## config.mk

```make
export PLATFORM = sky130hd
export DESIGN_NAME = instr_fetch_unit
export DESIGN_NICKNAME = d
export VERILOG_FILES = /design/src/rtl/instr_fetch_unit.sv
export SDC_FILE = /design/constraint.sdc
export NUM_CORES = 1
export LEC_CHECK = 0
export ABC_AREA = 1
export BUFFER_PORTS_ARGS = -buffer_cell sky130_fd_sc_hd__buf_2
export CORE_MARGIN = 2
export CORE_UTILIZATION = 48
export CTS_CLUSTER_SIZE = 8
export DETAILED_ROUTE_END_ITERATION = 6
export GPL_TIMING_DRIVEN = 1
export PLACE_DENSITY = 0.77
export RECOVER_POWER = 100
export SYNTH_ARGS = -nofsm -noshare
export SYNTH_HDL_FRONTEND = slang
export SYNTH_SLANG_ARGS = --single-unit
```

## constraint.sdc

```tcl
create_clock -name clk -period 1.7 [get_ports clk]
set_input_delay 0.34 -clock clk [delete_from_list [all_inputs] [get_ports clk]]
set_output_delay 0.34 -clock clk [all_outputs]
set_load 0.01 [all_outputs]
```

## src/rtl/instr_fetch_unit.sv

```systemverilog
// Instruction fetch stage: owns the PC, requests words from instruction memory over req/ack,
// and holds one returned instruction for the decoder; redirects squash any in-flight fetch.
module instr_fetch_unit #(
  parameter int unsigned       ADDR_W   = 32,
  parameter logic [ADDR_W-1:0] RESET_PC = {ADDR_W{1'b0}},
  parameter int unsigned       PC_INC   = 4
) (
  input  logic              clk,
  input  logic              rst_n,
  input  logic              halt,
  input  logic              redirect,
  input  logic [ADDR_W-1:0] redirect_pc,
  output logic              imem_req,
  output logic [ADDR_W-1:0] imem_addr,
  input  logic              imem_ack,
  input  logic [31:0]       imem_rdata,
  output logic [31:0]       instr,
  output logic [ADDR_W-1:0] instr_pc,
  output logic              instr_valid,
  input  logic              instr_ready
);

  typedef enum logic [1:0] {
    IDLE  = 2'b00,
    REQ   = 2'b01,
    HOLD  = 2'b10,
    DRAIN = 2'b11
  } state_t;

  localparam logic [ADDR_W-1:0] PC_STEP = ADDR_W'(PC_INC);
  localparam logic [ADDR_W-1:0] LSB_MASK = ~ADDR_W'(2'b11);

  state_t            state_r, state_s, resume_s;
  logic [ADDR_W-1:0] pc_r, pc_s;
  logic [ADDR_W-1:0] tgt_r, tgt_s;
  logic [ADDR_W-1:0] instr_pc_r, instr_pc_s;
  logic [ADDR_W-1:0] redir_pc_s;
  logic [31:0]       instr_r, instr_s;
  logic              squash_r, squash_s;
  logic              req_r, req_s;
  logic              valid_r, valid_s;

  // Next-state and datapath decode; redirect outranks ack, ready and halt in every state.
  always_comb begin
    state_s    = state_r;
    pc_s       = pc_r;
    tgt_s      = tgt_r;
    squash_s   = squash_r;
    instr_s    = instr_r;
    instr_pc_s = instr_pc_r;
    valid_s    = valid_r;
    redir_pc_s = redirect_pc & LSB_MASK;
    if (halt) begin
      resume_s = IDLE;
    end else begin
      resume_s = REQ;
    end

    case (state_r)
      IDLE: begin
        if (redirect) begin
          pc_s    = redir_pc_s;
          valid_s = 1'b0;
        end else begin
          pc_s = pc_r;
        end
        state_s = resume_s;
      end
      REQ: begin
        if (redirect) begin
          // Without an ack the memory still owns the old address, so park the target.
          if (imem_ack) begin
            pc_s    = redir_pc_s;
            state_s = resume_s;
          end else begin
            tgt_s    = redir_pc_s;
            squash_s = 1'b1;
            state_s  = DRAIN;
          end
        end else if (imem_ack && !squash_r) begin
          instr_s    = imem_rdata;
          instr_pc_s = pc_r;
          valid_s    = 1'b1;
          pc_s       = pc_r + PC_STEP;
          state_s    = HOLD;
        end else begin
          state_s = REQ;
        end
      end
      HOLD: begin
        if (redirect) begin
          pc_s    = redir_pc_s;
          valid_s = 1'b0;
          state_s = resume_s;
        end else if (instr_ready) begin
          valid_s = 1'b0;
          state_s = resume_s;
        end else begin
          state_s = HOLD;
        end
      end
      DRAIN: begin
        if (redirect && imem_ack) begin
          pc_s     = redir_pc_s;
          squash_s = 1'b0;
          state_s  = resume_s;
        end else if (redirect) begin
          tgt_s   = redir_pc_s;
          state_s = DRAIN;
        end else if (imem_ack) begin
          pc_s     = tgt_r;
          squash_s = 1'b0;
          state_s  = resume_s;
        end else begin
          state_s = DRAIN;
        end
      end
      default: begin
        state_s  = IDLE;
        squash_s = 1'b0;
        valid_s  = 1'b0;
      end
    endcase

    req_s = (state_s == REQ) || (state_s == DRAIN);
  end

  // State, PC and instruction buffer registers.
  always_ff @(posedge clk or negedge rst_n) begin
    if (!rst_n) begin
      state_r    <= IDLE;
      pc_r       <= RESET_PC;
      tgt_r      <= RESET_PC;
      squash_r   <= 1'b0;
      req_r      <= 1'b0;
      instr_r    <= 32'h0000_0000;
      instr_pc_r <= {ADDR_W{1'b0}};
      valid_r    <= 1'b0;
    end else begin
      state_r    <= state_s;
      pc_r       <= pc_s;
      tgt_r      <= tgt_s;
      squash_r   <= squash_s;
      req_r      <= req_s;
      instr_r    <= instr_s;
      instr_pc_r <= instr_pc_s;
      valid_r    <= valid_s;
    end
  end

  assign imem_req    = req_r;
  assign imem_addr   = pc_r;
  assign instr       = instr_r;
  assign instr_pc    = instr_pc_r;
  assign instr_valid = valid_r;

endmodule

```

== After elaboration in Yosys (flattened, before gate mapping) ==
Index checks and enable logic that the tools add are counted.

* Bits in registers: 133
* Output and inout port bits: 98
* Input bits: 70
* Logic and storage cells: 74

* Bitwise logic cells: 1
* Reductions and logical operators: 13
* Equal/unequal tests: 18
* Multiplexer cells: 33
* Add/sub/neg operators: 1

{| class="wikitable"
|+ Operator list
! operator !! count
|-
| 32-bit 2-to-1 mux || 10
|-
| 32-bit case mux with 3 select lines || 1
|-
| 32-bit case mux with 2 select lines || 1
|-
| 32-bit by 3-bit adder with 32-bit output (second input constant) || 1
|-
| 5-bit AND reduction || 4
|-
| 3-bit != test (second input constant) || 5
|-
| 2-bit 2-to-1 mux || 7
|-
| 2-bit != test (second input constant) || 7
|-
| 1-bit 2-to-1 mux || 11
|-
| 2-bit case mux with 4 select lines || 1
|-
| 2-bit == test (second input constant) || 3
|-
| 2-bit by 1-bit == test with 1-bit output (second input constant) || 2
|-
| 1-bit case mux with 3 select lines || 1
|-
| 3-bit AND reduction || 1
|-
| 3-bit nonzero test || 1
|-
| 1-bit logical AND || 2
|-
| 2-bit zero test || 1
|-
| 2-bit by 1-bit != test with 1-bit output (second input constant) || 1
|-
| 1-bit case mux with 2 select lines || 1
|-
| 2-bit nonzero test || 1
|-
| 2-bit OR reduction || 1
|-
| 1-bit zero test || 1
|-
| 1-bit logical OR || 1
|-
| 1-bit NOT || 1
|}

== Depth between registers and ports, before layout ==
* Word-level depth: 7
* Gate-level depth with buffers: 10
* Mapped depth without buffers: 10

== Worst setup path before layout ==
Ideal clock, no wire load.

* Path kind: register to register
* Start: register pc_r[3] (netlist: imem_addr[3])
* End: register pc_r[26] (netlist: imem_addr[26])
* Period minus slack after synthesis: 1.637 ns
* Setup slack: 0.063 ns
* Data required time: 1.623 ns
* Data arrival time: 1.559 ns
* Stages on the path, launching flop included: 10
* Buffers on the path: 0
* Library setup time: 0.077 ns
* Path through: dfrtp_1 -> ha_1 -> nand2_1 -> nor2_4 -> nand2_1 -> nor2_4 -> nand2_1 -> o21ai_0 -> nand2_1 -> a21oi_1

* Longest elaborated chain between the ends: 4

{| class="wikitable"
|+ RTL lines
! what !! RTL line !! text
|-
| from (decl) || 34 || <nowiki>logic [ADDR_W-1:0] pc_r, pc_s;</nowiki>
|-
| from (signal assigned) || 141 || <nowiki>pc_r <= pc_s;</nowiki>
|-
| 32-bit by 3-bit adder with 32-bit output || 84 || <nowiki>pc_s = pc_r + PC_STEP;</nowiki>
|-
| 32-bit 2-to-1 mux || 80 || <nowiki>end else if (imem_ack && !squash_r) begin</nowiki>
|-
| 32-bit 2-to-1 mux || 70 || <nowiki>if (redirect) begin</nowiki>
|-
| 32-bit case mux with 3 select lines || 59 || <nowiki>case (state_r)</nowiki>
|}

No other way between the ends. The select of a mux whose other input is x is not followed.
A chain may end at the register's enable or synchronous reset.

== Worst setup path in the final report ==
* Start: register state_r[0]
* End: register pc_r[25] (netlist: imem_addr[25])

* Longest elaborated chain between the ends: 4
* Elaborated cells between the ends (all ways): 12
* Classes of those cells: 8 x eq/ne; 1 x mux; 3 x reduce/logical

{| class="wikitable"
|+ RTL lines
! what !! RTL line !! text
|-
| from (decl) || 33 || <nowiki>state_t state_r, state_s, resume_s;</nowiki>
|-
| from (signal assigned) || 140 || <nowiki>state_r <= state_s;</nowiki>
|-
| 2-bit == test / 2-bit zero test (equally long branches) || 59 ||
|-
| 2-bit OR reduction (no line) || n/a ||
|-
| 2-bit by 1-bit != test with 1-bit output (no line) || n/a ||
|-
| 5-bit AND reduction (no line) || n/a ||
|}

Several ways; a longest one is shown, not always the timed one.

==> flow_summary.json <==
{
  "drive_above_1_share": 0.2318,
  "switching_share": 0.3945,
  "worst_pin_slew_ns": 0.6421,
  "wl_um": 16360,
  "path_clk_slew_ns": 0.06,
  "yosysUniqueCellTypes": 33,
  "seq_area_frac_synth": 0.4982,
  "powerDensity_nw_per_um2": 1951,
  "critical_path_peak_fanout": 18,
  "coreArea_um2": 12720,
  "hold_viol_final": 0,
  "seqCellArea_um2": 3153,
  "drc_errors": 0,
  "yosysWarnings": 0,
  "ys_ff_latch": 126,
  "dp_cells": 1054,
  "p_switching_mw": 6.199,
  "cts_tree": "done",
  "relSlewSlack": 0.5719,
  "clock_path_buffers": 2,
  "dieArea_um2": 14120,
  "area_delta_synth_final_pct": 27.28,
  "final_cells": 1091,
  "grt_max_degree": 63,
  "arrival_ns": 1.92,
  "p_total_mw": 15.71,
  "hold_class": "primary input to flop",
  "syn_area_per_cell_um2": 8.765,
  "placement_rows": 41,
  "cp.required_ns": 2.00,
  "power.clock.fraction": 0.234,
  "via_per_inst": 5.161,
  "drt_iter0_drc": 387,
  "ys.flop_type": "dfrtp_1",
  "h-tree-depth": 4,
  "p_leak_nw": 3.936,
  "slew_violations": 0,
  "grt_pass1_vias": 5095,
  "grt_pass1_wl_um": 25980,
  "antenna_found_initial": 0,
  "ios": 168,
  "synthCells": 722,
  "cap_violations": 0,
  "gp_congestion": 0.9260,
  "async_flop_share": 1.000,
  "min_period_ns": 1.618,
  "synth_edf_count": 0,
  "rsz0062_at_grt": "yes",
  "wl_per_cell_um": 15.00,
  "fill_cells": 1164,
  "ant_nets": 0,
  "max_stage_delay_ns": 0.44,
  "root_buffer": "clkbuf_16",
  "port_buffers": 161,
  "slowest_stage": "dfrtp_1",
  "first_pass_iters": 5,
  "clk_latency_ns": 0.42,
  "period_share": 0.9518,
  "p_int_mw": 9.514,
  "vias": 5631,
  "crit_chain": "inv_2 > nor2_1 > nor2_1 > nand2_2 > inv_4 > buf_12 > nand2_1 > a21oi_1 > a21oi_1",
  "grt_usage": 0.2334,
  "antenna_cells": 0,
  "multiInputGateArea_um2": 2775,
  "place_hpwl_um": 11920,
  "fp.dieH_um": 118.8,
  "worstSetupPathType": "flop to flop",
  "start_util": 0.4974,
  "cp-end-kind": "flop",
  "numCtsBuffers": 17,
  "setup_viol": 0,
  "dieWidth_um": 118.8,
  "p_comb_frac": 0.408,
  "nets": 978,
  "syn_area_um2": 6329,
  "cp-start-kind": "flop",
  "status": "complete, no violations",
  "fin_skew_ns": 0.01207,
  "clock_sinks": 126,
  "overflow": 0,
  "fmax_mhz": 618.0,
  "worst-r2r-setup-slack_ns": 0.08,
  "seqPwrFrac": 0.358,
  "peakVddDrop_v": 0.001037
}
==> cells in the final DEF, fill, tap and decap left out, types with 3 or more instances in the layout <==
cell and count:
a21oi_1 52, mux2_2 15, nand2_2 5, nor2_2 3, o21ai_1 3, clkbuf_4 3
nor3_1 5, mux2_4 30, o211ai_1 7, clkbuf_16 17, nor3_2 3, inv_1 65
nand4_1 5, conb_1 4, clkinv_2 5, nand2_1 136, clkbuf_1 86, buf_2 76
nand3_1 58, buf_4 27, mux2_1 3, bufinv_16 3, nor2_4 3, dfrtp_1 126
a31oi_1 4, o21ai_0 73, buf_12 4, nor2_1 67, a22oi_1 3, clkbuf_8 3
==> cell type report <==
type                            instances  area share
Sequential cell                       126      0.3914
Multi-Input combinational cell        494      0.3445
Timing Repair Buffer                  201      0.1305
Clock buffer                           20     0.05794
Inverter                               67     0.03153
Tap cell                              172     0.02672
Clock inverter                         11     0.01740
==> metrics by stage <==
stage          setup TNS, ns  hold slack (ns)    util  cell area (um^2)  worst slack [ns]
2_1_floorplan              0          0.04441       -              6340           0.06346
3_3_place_gp               0           0.2937  0.5884              7486           0.04959
3_5_place_dp               0           0.2916  0.5884              7486           0.03438
4_1_cts                    0           0.1157  0.6369              8103           0.01814
5_1_grt              -0.1837           0.1204  0.6332              8055          -0.04605
6_report                   0           0.1293  0.6332              8055           0.08198
==> path summary, 6_finish.rpt <==
path | start | to | cells after the start
max in group asynchronous | rst_n | imem_addr[19] | 3
max reg2reg | state_r[0] | imem_addr[25] | 9
min | imem_rdata[30] | instr[30] | 2
max | state_r[0] | imem_addr[25] | 9
min reg2reg | tgt_r[14] | tgt_r[14] | 2
min in group asynchronous | rst_n | instr_pc[2] | 2
==> flip-flops by register name, summed over array words and instances, names as in the netlist <==
register     count
instr_pc        30
tgt_r           30
imem_addr       30
instr           32
state_r          2
squash_r         1
instr_valid      1
==> cell usage after synthesis (5+ instances only) <==
master    count  area (um^2)
a21oi_1      54        270.3
buf_2        10        50.05
buf_6         7        78.83
clkbuf_1     15        56.30
dfrtp_1     126         3153
inv_1        65        244.0
mux2_2       15        168.9
mux2_4       30        450.4
nand2_1     140        525.5
nand3_1      59        295.3
nand4_1       5        31.28
nor2_1       71        266.5
nor3_1        8        40.04
o211ai_1      7        52.55
o21ai_0      74        370.4
==> power groups by stage <==
| stage | sequential, mW | clock, mW | combinational (mW) |
|---|---|---|---|
| after detailed placement | 5.60 | 0 | 6.51 |
| after global routing | 5.83 | 3.88 | 7.09 |
| after CTS | 5.56 | 3.73 | 6.56 |
| after global placement | 5.52 | 0 | 6.41 |
| after floorplan | 5.98 | 0 | 3.49 |
| final | 5.62 | 3.68 | 6.42 |
==> timing repair <==
item | 4_1_cts | 5_1_grt
endpoints found under the hold margin | 24 | 0
setup endpoints to repair | 0 | 23
setup buffers | 0 | 5
gates resized for setup | 0 | 25
hold buffers | 1 | 0
==> metal layers <==
layer,part of all wire,wire length (um),GRT usage,vias up
met5,0,0,0,-
li1,-,-,-,2769
met4,0.016,267,0.07664,0
met3,0.062,1007,0.05364,25
met2,0.46,7512,0.3552,221
met1,0.46,7575,0.3310,2616
==> kinds of logic (layout without fill, tap and decap cells) <==
kind of cell,Yosys count,after routing,synth area share
adders and majority gates,1,1,0.001977
buffers and inverters,105,299,0.07533
AOI/OAI and AO/OA,149,149,0.1251
DFF,126,126,0.4982
muxes,48,48,0.1032
and+or+nand+nor,291,291,0.1941
xor gates and xnor gates,1,1,0.001384
other,1,4,0.0005926
==> worst max-delay path: cells and delay by family, from the launching register on <==
family / cells / cell delay (ns)
flops: 1 / 0.44
simple gates: 4 / 0.36
compound gates: 2 / 0.30
buf+inv: 3 / 0.41
Power figures use the tool's default switching activity.
